==> src/rtl/thread_pkg.sv <==
// Shared types for the thread control/status bank: per-thread state,
// command opcodes and error codes.
package thread_pkg;

    typedef enum logic [1:0] {
        TRD_FREE  = 2'd0,
        TRD_RUN   = 2'd1,
        TRD_SLEEP = 2'd2
    } trd_state_e;

    typedef enum logic [1:0] {
        CMD_INIT  = 2'd0,
        CMD_SLEEP = 2'd1,
        CMD_WAKE  = 2'd2,
        CMD_KILL  = 2'd3
    } trd_cmd_e;

    typedef enum logic [1:0] {
        ERR_NONE       = 2'd0,
        ERR_NOT_PARENT = 2'd1,
        ERR_INIT_BUSY  = 2'd2,
        ERR_NOT_VALID  = 2'd3
    } trd_err_e;

    localparam logic [31:0] START_PC_DEF = 32'h0;

endpackage

==> src/rtl/rr_arbiter.sv <==
// Round-robin picker: first asserted request at or after ptr, wrapping
// modulo N. Purely combinational so the fetch stage can reuse it.
module rr_arbiter #(
    parameter int N = 8,
    localparam int W = (N > 1) ? $clog2(N) : 1
) (
    input  logic [N-1:0] req,
    input  logic [W-1:0] ptr,
    output logic         gnt_vld,
    output logic [W-1:0] gnt_idx
);

    logic [W-1:0] cand;
    logic         found;

    always_comb begin
        cand    = '0;
        found   = 1'b0;
        gnt_idx = '0;
        for (int i = 0; i < N; i++) begin
            cand = W'((int'(ptr) + i) % N);
            if (!found && req[cand]) begin
                found   = 1'b1;
                gnt_idx = cand;
            end
        end
        gnt_vld = found;
    end

endmodule

==> src/rtl/thread_csr_bank.sv <==
// Control/status bank for all hardware threads: state, parent and PC per
// thread, one checked command per cycle, round-robin run selection and a
// lowest-free-id allocator.
module thread_csr_bank
    import thread_pkg::*;
#(
    parameter int               NUM_TRD     = 8,
    parameter int               PC_W        = 32,
    parameter logic [PC_W-1:0]  START_PC    = PC_W'(START_PC_DEF),
    parameter bit               BOOT_TRD_EN = 1'b1,
    localparam int              TRD_W       = $clog2(NUM_TRD)
) (
    input  logic                clk,
    input  logic                rst,
    input  logic                cmd_vld,
    input  logic [1:0]          cmd_op,
    input  logic [TRD_W-1:0]    cmd_obj,
    input  logic [TRD_W-1:0]    cmd_act,
    input  logic [PC_W-1:0]     cmd_pc,
    input  logic                pc_wr,
    input  logic [TRD_W-1:0]    pc_trd,
    input  logic [PC_W-1:0]     pc_nxt,
    input  logic                sched_adv,
    output logic                sel_vld,
    output logic [TRD_W-1:0]    sel_trd,
    output logic [PC_W-1:0]     sel_pc,
    output logic                free_vld,
    output logic [TRD_W-1:0]    free_trd,
    output logic [NUM_TRD-1:0]  trd_valid,
    output logic [NUM_TRD-1:0]  trd_running,
    output logic                err,
    output logic [1:0]          err_code
);

    localparam logic [TRD_W:0] NUM_TRD_V = (TRD_W + 1)'(NUM_TRD);

    trd_state_e [NUM_TRD-1:0]              state_vec;
    logic       [NUM_TRD-1:0][TRD_W-1:0]   parent_vec;
    logic       [NUM_TRD-1:0][PC_W-1:0]    pc_vec;

    trd_cmd_e            op;
    logic                obj_in_range;
    logic                act_in_range;
    trd_state_e          obj_state;
    logic [TRD_W-1:0]    obj_parent;
    trd_err_e            cmd_err;
    logic                cmd_ok;

    logic [TRD_W-1:0]    rr_ptr_reg;
    logic [TRD_W-1:0]    rr_ptr_next;
    logic [TRD_W-1:0]    arb_idx;
    logic                arb_vld;
    logic                err_reg;
    trd_err_e            err_code_reg;

    // ---------------- command decode and permission check ----------------
    assign op           = trd_cmd_e'(cmd_op);
    assign obj_in_range = {1'b0, cmd_obj} < NUM_TRD_V;
    assign act_in_range = {1'b0, cmd_act} < NUM_TRD_V;
    assign obj_state    = obj_in_range ? state_vec[cmd_obj]  : TRD_FREE;
    assign obj_parent   = obj_in_range ? parent_vec[cmd_obj] : '0;

    // Out-of-range ids are reported as NOT_VALID before any other check.
    always_comb begin
        cmd_err = ERR_NONE;
        if (!obj_in_range || !act_in_range) begin
            cmd_err = ERR_NOT_VALID;
        end else begin
            case (op)
                CMD_INIT: begin
                    if (obj_state != TRD_FREE)
                        cmd_err = ERR_INIT_BUSY;
                end
                CMD_WAKE: begin
                    if (obj_state == TRD_FREE)
                        cmd_err = ERR_NOT_VALID;
                end
                default: begin
                    if (obj_state == TRD_FREE)
                        cmd_err = ERR_NOT_VALID;
                    else if (obj_parent != cmd_act)
                        cmd_err = ERR_NOT_PARENT;
                end
            endcase
        end
    end

    assign cmd_ok = cmd_vld && (cmd_err == ERR_NONE);

    // ---------------- per-thread state, parent and PC ----------------
    for (genvar gi = 0; gi < NUM_TRD; gi++) begin : g_trd
        localparam trd_state_e RST_STATE =
            (BOOT_TRD_EN && gi == 0) ? TRD_RUN : TRD_FREE;

        trd_state_e          state_reg;
        trd_state_e          state_next;
        logic [TRD_W-1:0]    parent_reg;
        logic [PC_W-1:0]     pc_reg;
        logic                obj_hit;
        logic                pc_hit;

        assign obj_hit = cmd_ok && (cmd_obj == TRD_W'(gi));
        assign pc_hit  = pc_wr && (pc_trd == TRD_W'(gi)) && (state_reg != TRD_FREE);

        always_comb begin
            state_next = state_reg;
            if (obj_hit) begin
                case (op)
                    CMD_INIT:  state_next = TRD_RUN;
                    CMD_SLEEP: state_next = TRD_SLEEP;
                    CMD_WAKE:  state_next = TRD_RUN;
                    default:   state_next = TRD_FREE;
                endcase
            end
        end

        // A same-cycle INIT owns the PC; the pipeline write is dropped.
        always_ff @(posedge clk) begin
            if (rst) begin
                state_reg  <= RST_STATE;
                parent_reg <= '0;
                pc_reg     <= START_PC;
            end else begin
                state_reg <= state_next;
                if (obj_hit && op == CMD_INIT) begin
                    parent_reg <= cmd_act;
                    pc_reg     <= cmd_pc;
                end else if (pc_hit) begin
                    pc_reg <= pc_nxt;
                end
            end
        end

        assign state_vec[gi]   = state_reg;
        assign parent_vec[gi]  = parent_reg;
        assign pc_vec[gi]      = pc_reg;
        assign trd_valid[gi]   = (state_reg != TRD_FREE);
        assign trd_running[gi] = (state_reg == TRD_RUN);
    end

    // ---------------- round-robin scheduler ----------------
    rr_arbiter #(
        .N(NUM_TRD)
    ) u_rr (
        .req     (trd_running),
        .ptr     (rr_ptr_reg),
        .gnt_vld (arb_vld),
        .gnt_idx (arb_idx)
    );

    assign sel_vld     = arb_vld;
    assign sel_trd     = arb_idx;
    assign sel_pc      = arb_vld ? pc_vec[arb_idx] : START_PC;
    assign rr_ptr_next = (arb_idx == TRD_W'(NUM_TRD - 1)) ? '0 : arb_idx + 1'b1;

    // ---------------- lowest-free allocator ----------------
    always_comb begin
        free_vld = 1'b0;
        free_trd = '0;
        for (int i = NUM_TRD - 1; i >= 0; i--) begin
            if (!trd_valid[i]) begin
                free_vld = 1'b1;
                free_trd = TRD_W'(i);
            end
        end
    end

    // ---------------- error reporting and pointer ----------------
    always_ff @(posedge clk) begin
        if (rst) begin
            rr_ptr_reg   <= '0;
            err_reg      <= 1'b0;
            err_code_reg <= ERR_NONE;
        end else begin
            err_reg <= cmd_vld && (cmd_err != ERR_NONE);
            if (cmd_vld)
                err_code_reg <= cmd_err;
            if (sched_adv && arb_vld)
                rr_ptr_reg <= rr_ptr_next;
        end
    end

    assign err      = err_reg;
    assign err_code = err_code_reg;

endmodule

==> config.mk <==
export PLATFORM = sky130hd
export DESIGN_NAME = thread_csr_bank
export DESIGN_NICKNAME = d
export VERILOG_FILES = /design/src/rtl/thread_pkg.sv /design/src/rtl/rr_arbiter.sv /design/src/rtl/thread_csr_bank.sv
export SDC_FILE = /design/constraint.sdc
export NUM_CORES = 1
export LEC_CHECK = 0
export ABC_AREA = 0
export CAP_MARGIN = 15
export CELL_PAD_IN_SITES_DETAIL_PLACEMENT = 0
export CELL_PAD_IN_SITES_GLOBAL_PLACEMENT = 1
export CORE_MARGIN = 1
export CORE_UTILIZATION = 49
export CTS_CLUSTER_SIZE = 20
export DETAILED_ROUTE_END_ITERATION = 10
export PLACE_DENSITY = 0.87
export SETUP_SLACK_MARGIN = 0.2
export SLEW_MARGIN = 30
export SYNTH_ARGS = -nofsm -noshare
export SYNTH_HDL_FRONTEND = slang
export SYNTH_SLANG_ARGS = --single-unit
==> constraint.sdc <==
create_clock -name clk -period 8.2 [get_ports clk]
set_input_delay 2.05 -clock clk [delete_from_list [all_inputs] [get_ports clk]]
set_output_delay 2.05 -clock clk [all_outputs]
set_load 0.03 [all_outputs]
; ---- Yosys cells after proc, flatten, opt, wreduce, memory -nomap -nowiden
; Cells that the tools add are included.
; Widths: inputs -> output; s select.
[totals]
output_inout_bits = 59
mem_bits_ro = 0
inputBits = 80
ramBits = 0
register_bits = 302
latch_bits = 0
memories = 0
[classes]
addsub = 8
eq_ne = 26
magnitude_cmp = 10
n_reduce_logical = 73
shift = 0
muxes = 78
multipliers = 0
bitwise = 0
div_mod_pow = 0
[ops]
columns = op, n
row1 = $mux 32, 18
row2 = $bmux 32 s3, 1
row3 = $mux 3, 18
row4 = $logic_and 1x1->1, 42
row5 = $lt 3x4->1 const B, 10
row6 = $reduce_bool 2->1, 18
row7 = $eq 3x3->1 const B, 9
row8 = $mux 1, 25
row9 = $bmux 1 s3, 8
row10 = $eq 2x1->1 const B, 9
row11 = $add 3x3->3 const B, 4
row12 = $eq 3x2->1 const B, 4
row13 = $bmux 3 s3, 1
row14 = $mux 2, 4
row15 = $pmux 2 s2, 2
row16 = $logic_not 1->1, 7
row17 = $add 3x1->3 const B, 2
row18 = $add 3x2->3 const B, 2
row19 = $bmux 2 s3, 1
row20 = $eq 3x1->1 const B, 2
row21 = $logic_not 2->1, 3
row22 = $logic_not 3->1, 2
row23 = $ne 3x3->1, 1
row24 = $eq 2x2->1 const B, 1
row25 = $reduce_or 2->1, 1

; ---- Longest topological paths before layout
; Gate-level depths: netlist (run 1).
[depth]
word_depth = 28
ltp_mapped = 17
depth_no_buf = 14

; ---- By module
; A second synthesis (run 1) with hierarchy kept.
[hier_totals]
hier_cells = 1760
hier_area_um2 = 17466.8
[modules_own_cells]
columns = module, seq_area_each_um2, instances, cells_each, area_each_um2
row1 = thread_csr_bank, 6045.8, 1, 1645, 16404.5
row2 = rr_arbiter, 0.0, 1, 115, 1062.3

; ---- Worst setup path after synthesis (run 1)
; OpenSTA, ideal clock, no wires.
[synth_path]
kind = register to output
startpoint = register rr_ptr_reg[1]
endpoint = output sel_pc[10]
arrival_ns = 4.040
path_slack_ns = 2.110
path_stages_with_launch = 15
path_cell_list = dfxtp_1 clkbuf_1 inv_1 clkbuf_1 ha_1 xnor2_1 mux4_2 mux2_2 or4_4 nor3_4 buf_4 a21oi_2 buf_4 mux2i_1 o2111ai_1
[synth_between]
elab_chain_cells = 27
[synth_rtl]
columns = element, line_no
row1 = "start, declared", thread_csr_bank.sv:49  ; logic [TRD_W-1:0] rr_ptr_reg;
row2 = "start signal, assigned", thread_csr_bank.sv:179  ; rr_ptr_reg <= rr_ptr_next;
row3 = "parallel branches: the longest is 26 deep, another holds $add 3x1->3", -
row4 = $mux 32 (*), thread_csr_bank.sv:153  ; assign sel_pc = arb_vld ? pc_vec[arb_idx] : START_PC;
row5 = "end, declared", thread_csr_bank.sv:26  ; output logic [PC_W-1:0] sel_pc,
; Every way passes the cells marked *. The select of a mux whose other input is x is not followed.

; ---- Worst setup path after layout (run 1)
[layout_path]
startpoint = register rr_ptr_reg[1]
endpoint = output sel_pc[29]
; The elaborated chain is that of the path after synthesis.

==> results of run 1 <==
==> power by group through the flow <==
stage	clock (mW)	sequential (mW)	combinational, mW
floorplan	0	1.52	1.04
global placement	0	1.54	1.61
detailed placement	0	1.54	1.64
CTS	1.77	1.50	1.65
global route	1.84	1.51	1.73
finish	1.75	1.51	1.70
==> area by class of cell <==
class                           count  share of cell area (%)
Inverter                          122                    2.16
Timing Repair Buffer              174                    9.17
Tap cell                          504                    2.98
Clock inverter                     12                    1.13
Multi-Input combinational cell   1506                    51.1
Sequential cell                   302                    28.6
Clock buffer                       49                    4.92
==> per-stage QoR <==
| stage | instance area [sq um] | hold WS, ps | setup WS, ps |
|---|---|---|---|
| final | 21200 | 489 | 472 |
| after global routing | 21200 | 515 | 222 |
| after CTS | 21200 | 493 | 570 |
| after detailed placement | 19900 | 481 | 1140 |
| after global placement | 19800 | 467 | 1200 |
| after floorplan | 18500 | 457 | 2110 |
==> critical path, cell delays in order, from the launching register on <==
cell and delay, ps:
dfxtp_1 580, inv_1 330, ha_1 330, xnor2_1 390, mux4_2 390, mux2_2 330
nor4_2 520, o21ai_4 160, a21oi_4 700, buf_4 600, mux2i_1 140, o2111ai_1 480
buf_12 190
==> cells in the final DEF (no fill, tap or decap), types with 7 or more instances in the layout <==
cell type,instances
a211oi_1,360
mux2i_1,327
nor2_1,315
dfxtp_1,302
inv_1,116
o21ai_0,115
a21oi_1,107
clkdlybuf4s50_1,104
o211ai_1,62
buf_4,39
clkbuf_16,37
o2111ai_1,32
buf_12,28
mux4_2,23
o21ai_1,22
nand2_1,15
nand2b_1,13
clkbuf_8,7
bufinv_16,7
==> layer usage <==
metal  global-route usage (%)  part of all wire [%]  up-vias
li1                         -                     -     7908
met1                     41.4                    43     8204
met2                     51.5                    47      683
met3                     4.11                   6.6      126
met4                     9.75                   2.7        0
met5                        0                     0        -
==> cell families after synthesis <==
| kind of cell | synth area share [%] |
|---|---|
| compound gates | 26.7 |
| xor+xnor | 0.331 |
| fa+ha+maj | 0.203 |
| simple gates | 9.69 |
| flops | 32.6 |
| mux | 20.7 |
| buf+inv | 9.67 |
==> worst min path at each step <==
| stage | start | to | slack, ps | depth (start not counted) |
|---|---|---|---|---|
| 2_1_floorplan | g_trd[5].state_reg[1]$_SDFFE_PP0N_ | g_trd[5].state_reg[1]$_SDFFE_PP0N_ | 460 | 2 |
| 3_3_place_gp | g_trd[5].state_reg[1]$_SDFFE_PP0N_ | g_trd[5].state_reg[1]$_SDFFE_PP0N_ | 470 | 2 |
| 3_5_place_dp | g_trd[2].parent_reg[0]$_SDFFE_PP0P_ | g_trd[2].parent_reg[0]$_SDFFE_PP0P_ | 480 | 2 |
| 6_report | g_trd[5].state_reg[1]$_SDFFE_PP0N_ | g_trd[5].state_reg[1]$_SDFFE_PP0N_ | 490 | 2 |
| 4_1_cts | g_trd[5].state_reg[1]$_SDFFE_PP0N_ | g_trd[5].state_reg[1]$_SDFFE_PP0N_ | 490 | 2 |
| 5_1_grt | g_trd[3].parent_reg[2]$_SDFFE_PP0P_ | g_trd[3].parent_reg[2]$_SDFFE_PP0P_ | 510 | 2 |
==> out/metrics.cfg, run 1 <==
[die]
fp.dieArea_sq_mm=0.0386
initial_core_util_pct=50.2
die_w_microns=196
ios=139
fp.coreArea_sq_mm=0.0369
die_h_microns=196
fp-row-count=70

[layout]
drive_gt1_share_pct=9.10
largest_reg_flops=256
n_antenna_cell=0
seqCellArea_sq_mm=0.00605
area_delta_synth_final_pct=14.3
fill_cells=3276
multiInputGateArea_sq_mm=0.0108
final_nets=2224
fin_util_pct=57.4
fin_cells=2669

[logic_synthesis]
netlist_area_sq_mm=0.0185
ys_types=65
synth_edf_count=0
yosysMostFrequentCell=a211oi_1
synth-seq-cells=302
ys_seq_area_share_pct=32.6
synth_ff_type=dfxtp_1
synth.avg_cell_area_sq_um=8.33
yosysWarnings=0
syn-instance-count=2224
synth_commonest_cells=360 x a211oi_1, 327 x mux2i_1, 315 x nor2_1
syn-num-nets=2307
synth_area_leader_cell=dfxtp_1
synthArstFlopShare_pct=0
yosys.area.top_type_share_pct=32.6
yosys-top-cells-area=dfxtp_1 33%, mux2i_1 18%, a211oi_1 15%, nor2_1 6.4%, clkbuf_1 3.6%

[setup_path]
crit_end=sel_pc[29]
regToRegEndpoint=rr_ptr_reg[2]$_SDFFE_PP0P_
crit_arrival_ps=5680
critPathKind=reg -> out
reg2regPathDepth=15
reg2reg_slack_ps=3270
cp_max_fo=20
timing.rr.start=rr_ptr_reg[1]$_SDFFE_PP0P_
end_kind=output port
required_ps=6150
cp-start-kind=flop
critPathLaunch=rr_ptr_reg[1]$_SDFFE_PP0P_

[clock_tree]
post_cts_buffers=0
cts_sinks=302
cts.htree.levels=2
insertion_delay_ps=520
cts_hold_buf=0
cts_tree=yes
clkSlewWorstSetupHoldPaths_ps=60
cts_buffers=35
root_buffer=clkbuf_16
cts_resized=0
cts_max_path_buffers=3

[sta]
min_period_ps=7730
fin_crit_sh_pct=94.2
clock.fmax_mhz=129
fin_tns_setup_ps=0
fin_worst_skew_ps=12.9
finalHoldViolCount=0
tightest_slew_ps=1010
setup_viol_count_final=0
report.final.slew_viol_count=0
rsz0062_at_grt=no
max_slew_margin_pct=32.6

[global_route]
grt_usage_pct=30.9
grt_overflow=0
grt_pass1_wl_microns=94900
grt_max_degree=193
antenna_found_initial=0
first_global_vias=16300

[detailed_routing]
viasPerCell=6.34
ant_nets=0
first_iter_violations=1546
first_pass_iters=5
via_count=16900
finalWirelength_microns=60500
drc=0
wl_per_cell_microns=22.7

[pwr]
leakage_nw=7.81
power.total_mw=4.95
seqPwrFrac_pct=30.4
pwr-share-comb_pct=34.4
vdd_ir_drop_max_mv=0.580
cellPowerDensity_mw_per_mm2=234
switching_power_mw=1.95
clkPwrFrac_pct=35.2
p_int_mw=3.00
swShare_pct=39.4

[run_status]
status=completed

[job]
drv_cap=0

[placement]
dp.cells=2607
hpwl_microns=33800
io_buffers=138
gp_congestion=0.939

[worst_hold_path]
min_path_type=reg -> reg

(Power assumes the default switching activity.)
==> inputs of run 2 (changes only) <==
--- a/config.mk
+++ b/config.mk
@@ -9,11 +9,13 @@
 export CAP_MARGIN = 15
 export CELL_PAD_IN_SITES_DETAIL_PLACEMENT = 0
 export CELL_PAD_IN_SITES_GLOBAL_PLACEMENT = 1
+export CORE_ASPECT_RATIO = 0.6
 export CORE_MARGIN = 1
-export CORE_UTILIZATION = 49
+export CORE_UTILIZATION = 48
 export CTS_CLUSTER_SIZE = 20
 export DETAILED_ROUTE_END_ITERATION = 10
-export PLACE_DENSITY = 0.87
+export HOLD_SLACK_MARGIN = 0.12
+export PLACE_DENSITY = 0.85
 export SETUP_SLACK_MARGIN = 0.2
 export SLEW_MARGIN = 30
 export SYNTH_ARGS = -nofsm -noshare
==> run 2 against run 1 <==
  * Worst hold slack worse by 0.55 ps
  * Critical path type unchanged
  * Sequential power about the same
  * Count of clock-buffer cells in the layout fell by 3
==> out/metrics.cfg, run 2 (same netlist as run 1, synthesis figures left out) <==
[sta]
setup_slack_ps=627  ; +155 ps
rsz0062_at_grt=no
tightest_slew_ps=983  ; -24.3 ps
holdWs_ps=488  ; -0.552 ps
report.final.slew_viol_count=0  ; unchanged
fin_worst_skew_ps=17.2  ; +4.33 ps
max_slew_margin_pct=34.5  ; +1.9 points
min_period_ps=7570  ; -155 ps
clock.fmax_mhz=132  ; +2.0%
setup_viol_count_final=0  ; unchanged
finalHoldViolCount=0  ; unchanged
fin_crit_sh_pct=92.4  ; -1.9 points
fin_tns_setup_ps=0  ; unchanged

[clock_tree]
clkSlewWorstSetupHoldPaths_ps=70  ; about the same
root_buffer=clkbuf_16
cts_tree=yes
insertion_delay_ps=590  ; +70 ps
post_cts_buffers=0  ; unchanged
cts.htree.levels=1  ; -1
cts_hold_buf=0  ; unchanged
cts_buffers=31  ; -11%
cts_sinks=302  ; unchanged
cts_resized=0  ; unchanged
cts_max_path_buffers=3  ; unchanged

[layout]
final_nets=2224  ; unchanged
design_area_sq_mm=0.0210  ; -0.93%
fill_cells=3465  ; +5.8%
area_delta_synth_final_pct=13.2
fin_util_pct=55.4  ; -2.0 points
final_cell_mix=360 x a211oi_1, 327 x mux2i_1, 315 x nor2_1
fin_cells=2677  ; +0.30%
largest_reg_flops=256  ; unchanged
drive_gt1_share_pct=8.79  ; -0.31 points
final_common_cell=a211oi_1

[pwr]
cellPowerDensity_mw_per_mm2=221  ; -5.7%
vdd_ir_drop_max_mv=0.424  ; -27%
leakage_nw=7.70  ; -1.4%
power.total_mw=4.63  ; -6.5%

[run_status]
status=completed

[detailed_routing]
drc=0  ; unchanged
ant_nets=0  ; unchanged
finalWirelength_microns=61700  ; +2.1%
via_count=17000  ; +0.51%
viasPerCell=6.35  ; +0.21%
first_iter_violations=1921  ; +24%
wl_per_cell_microns=23.1  ; +1.8%
first_pass_iters=5  ; unchanged

[global_route]
grt_pass1_wl_microns=95800  ; +0.94%
grt_usage_pct=30.6  ; -0.32 points
first_global_vias=16000  ; -1.5%
grt_overflow=0  ; unchanged
grt_max_degree=193  ; unchanged
antenna_found_initial=4  ; +4

[setup_path]
critPathKind=reg -> out
end_kind=output port
cp-start-kind=flop
crit_arrival_ps=5520  ; -160 ps
cp_max_fo=94  ; +370%
required_ps=6150  ; about the same

[worst_hold_path]
min_path_type=reg -> reg

[die]
fp.dieArea_sq_mm=0.0394  ; +2.1%
die_w_microns=256  ; +30%
die_h_microns=154  ; -22%
fp.coreArea_sq_mm=0.0378  ; +2.6%
initial_core_util_pct=48.9  ; -1.3 points
fp-row-count=55  ; -21%
ios=139  ; unchanged

[job]
drv_cap=0  ; unchanged

[placement]
preCtsSetupSlack_ps=1280  ; +136 ps
gp_congestion=0.885  ; -5.7%
hpwl_microns=34100  ; +0.99%
io_buffers=138  ; unchanged
placed_area_sq_mm=0.0199  ; about the same
dp.cells=2616  ; +0.35%

run 2: report_power, final:
part,switching [mW],internal (mW)
Combinational,1.29,0.421
Clock,0.623,0.793
Sequential,0.0204,1.48
Total,1.93,2.70
run 2: layout make-up:
class / count / area (sq um) / area share, %
Multi-Input combinational cell: 1506 / 10800 / 51.5
Antenna cell: 3 / 7.51 / 0.0358
Tap cell: 513 / 642 / 3.06
Clock inverter: 7 / 70.1 / 0.334
Sequential cell: 302 / 6050 / 28.8
Inverter: 122 / 458 / 2.18
Clock buffer: 46 / 912 / 4.35
Timing Repair Buffer: 178 / 2030 / 9.69
run 2: worst paths after layout:
kind                                                      endpoint                               start  slack, ps  cells after the start
worst max register to register          rr_ptr_reg[1]$_SDFFE_PP0P_          rr_ptr_reg[1]$_SDFFE_PP0P_       3720                     14
worst max-delay path                                     sel_pc[1]          rr_ptr_reg[1]$_SDFFE_PP0P_        630                     13
worst min-delay path            g_trd[5].state_reg[1]$_SDFFE_PP0N_  g_trd[5].state_reg[1]$_SDFFE_PP0N_        490                      2
worst min register to register  g_trd[5].state_reg[1]$_SDFFE_PP0N_  g_trd[5].state_reg[1]$_SDFFE_PP0N_        490                      2
run 2: worst max-delay path, cell delays in order, from the launching register on:
cell and delay (ps):
dfxtp_1 550, inv_1 290, ha_1 310, xnor2_1 350, mux4_2 380, mux2_2 340
or4_4 530, nor3_4 350, buf_4 810, o21ai_0 200, a21oi_1 150, o211ai_1 110
o2111ai_1 330, buf_12 190
run 2: metal layers:
metal	global-route usage [%]	wire length [microns]	up-vias
li1	-	-	7927
met1	45.0	28800	8217
met2	45.2	26300	764
met3	6.82	5560	97
met4	6.70	1120	2
met5	0	13	-
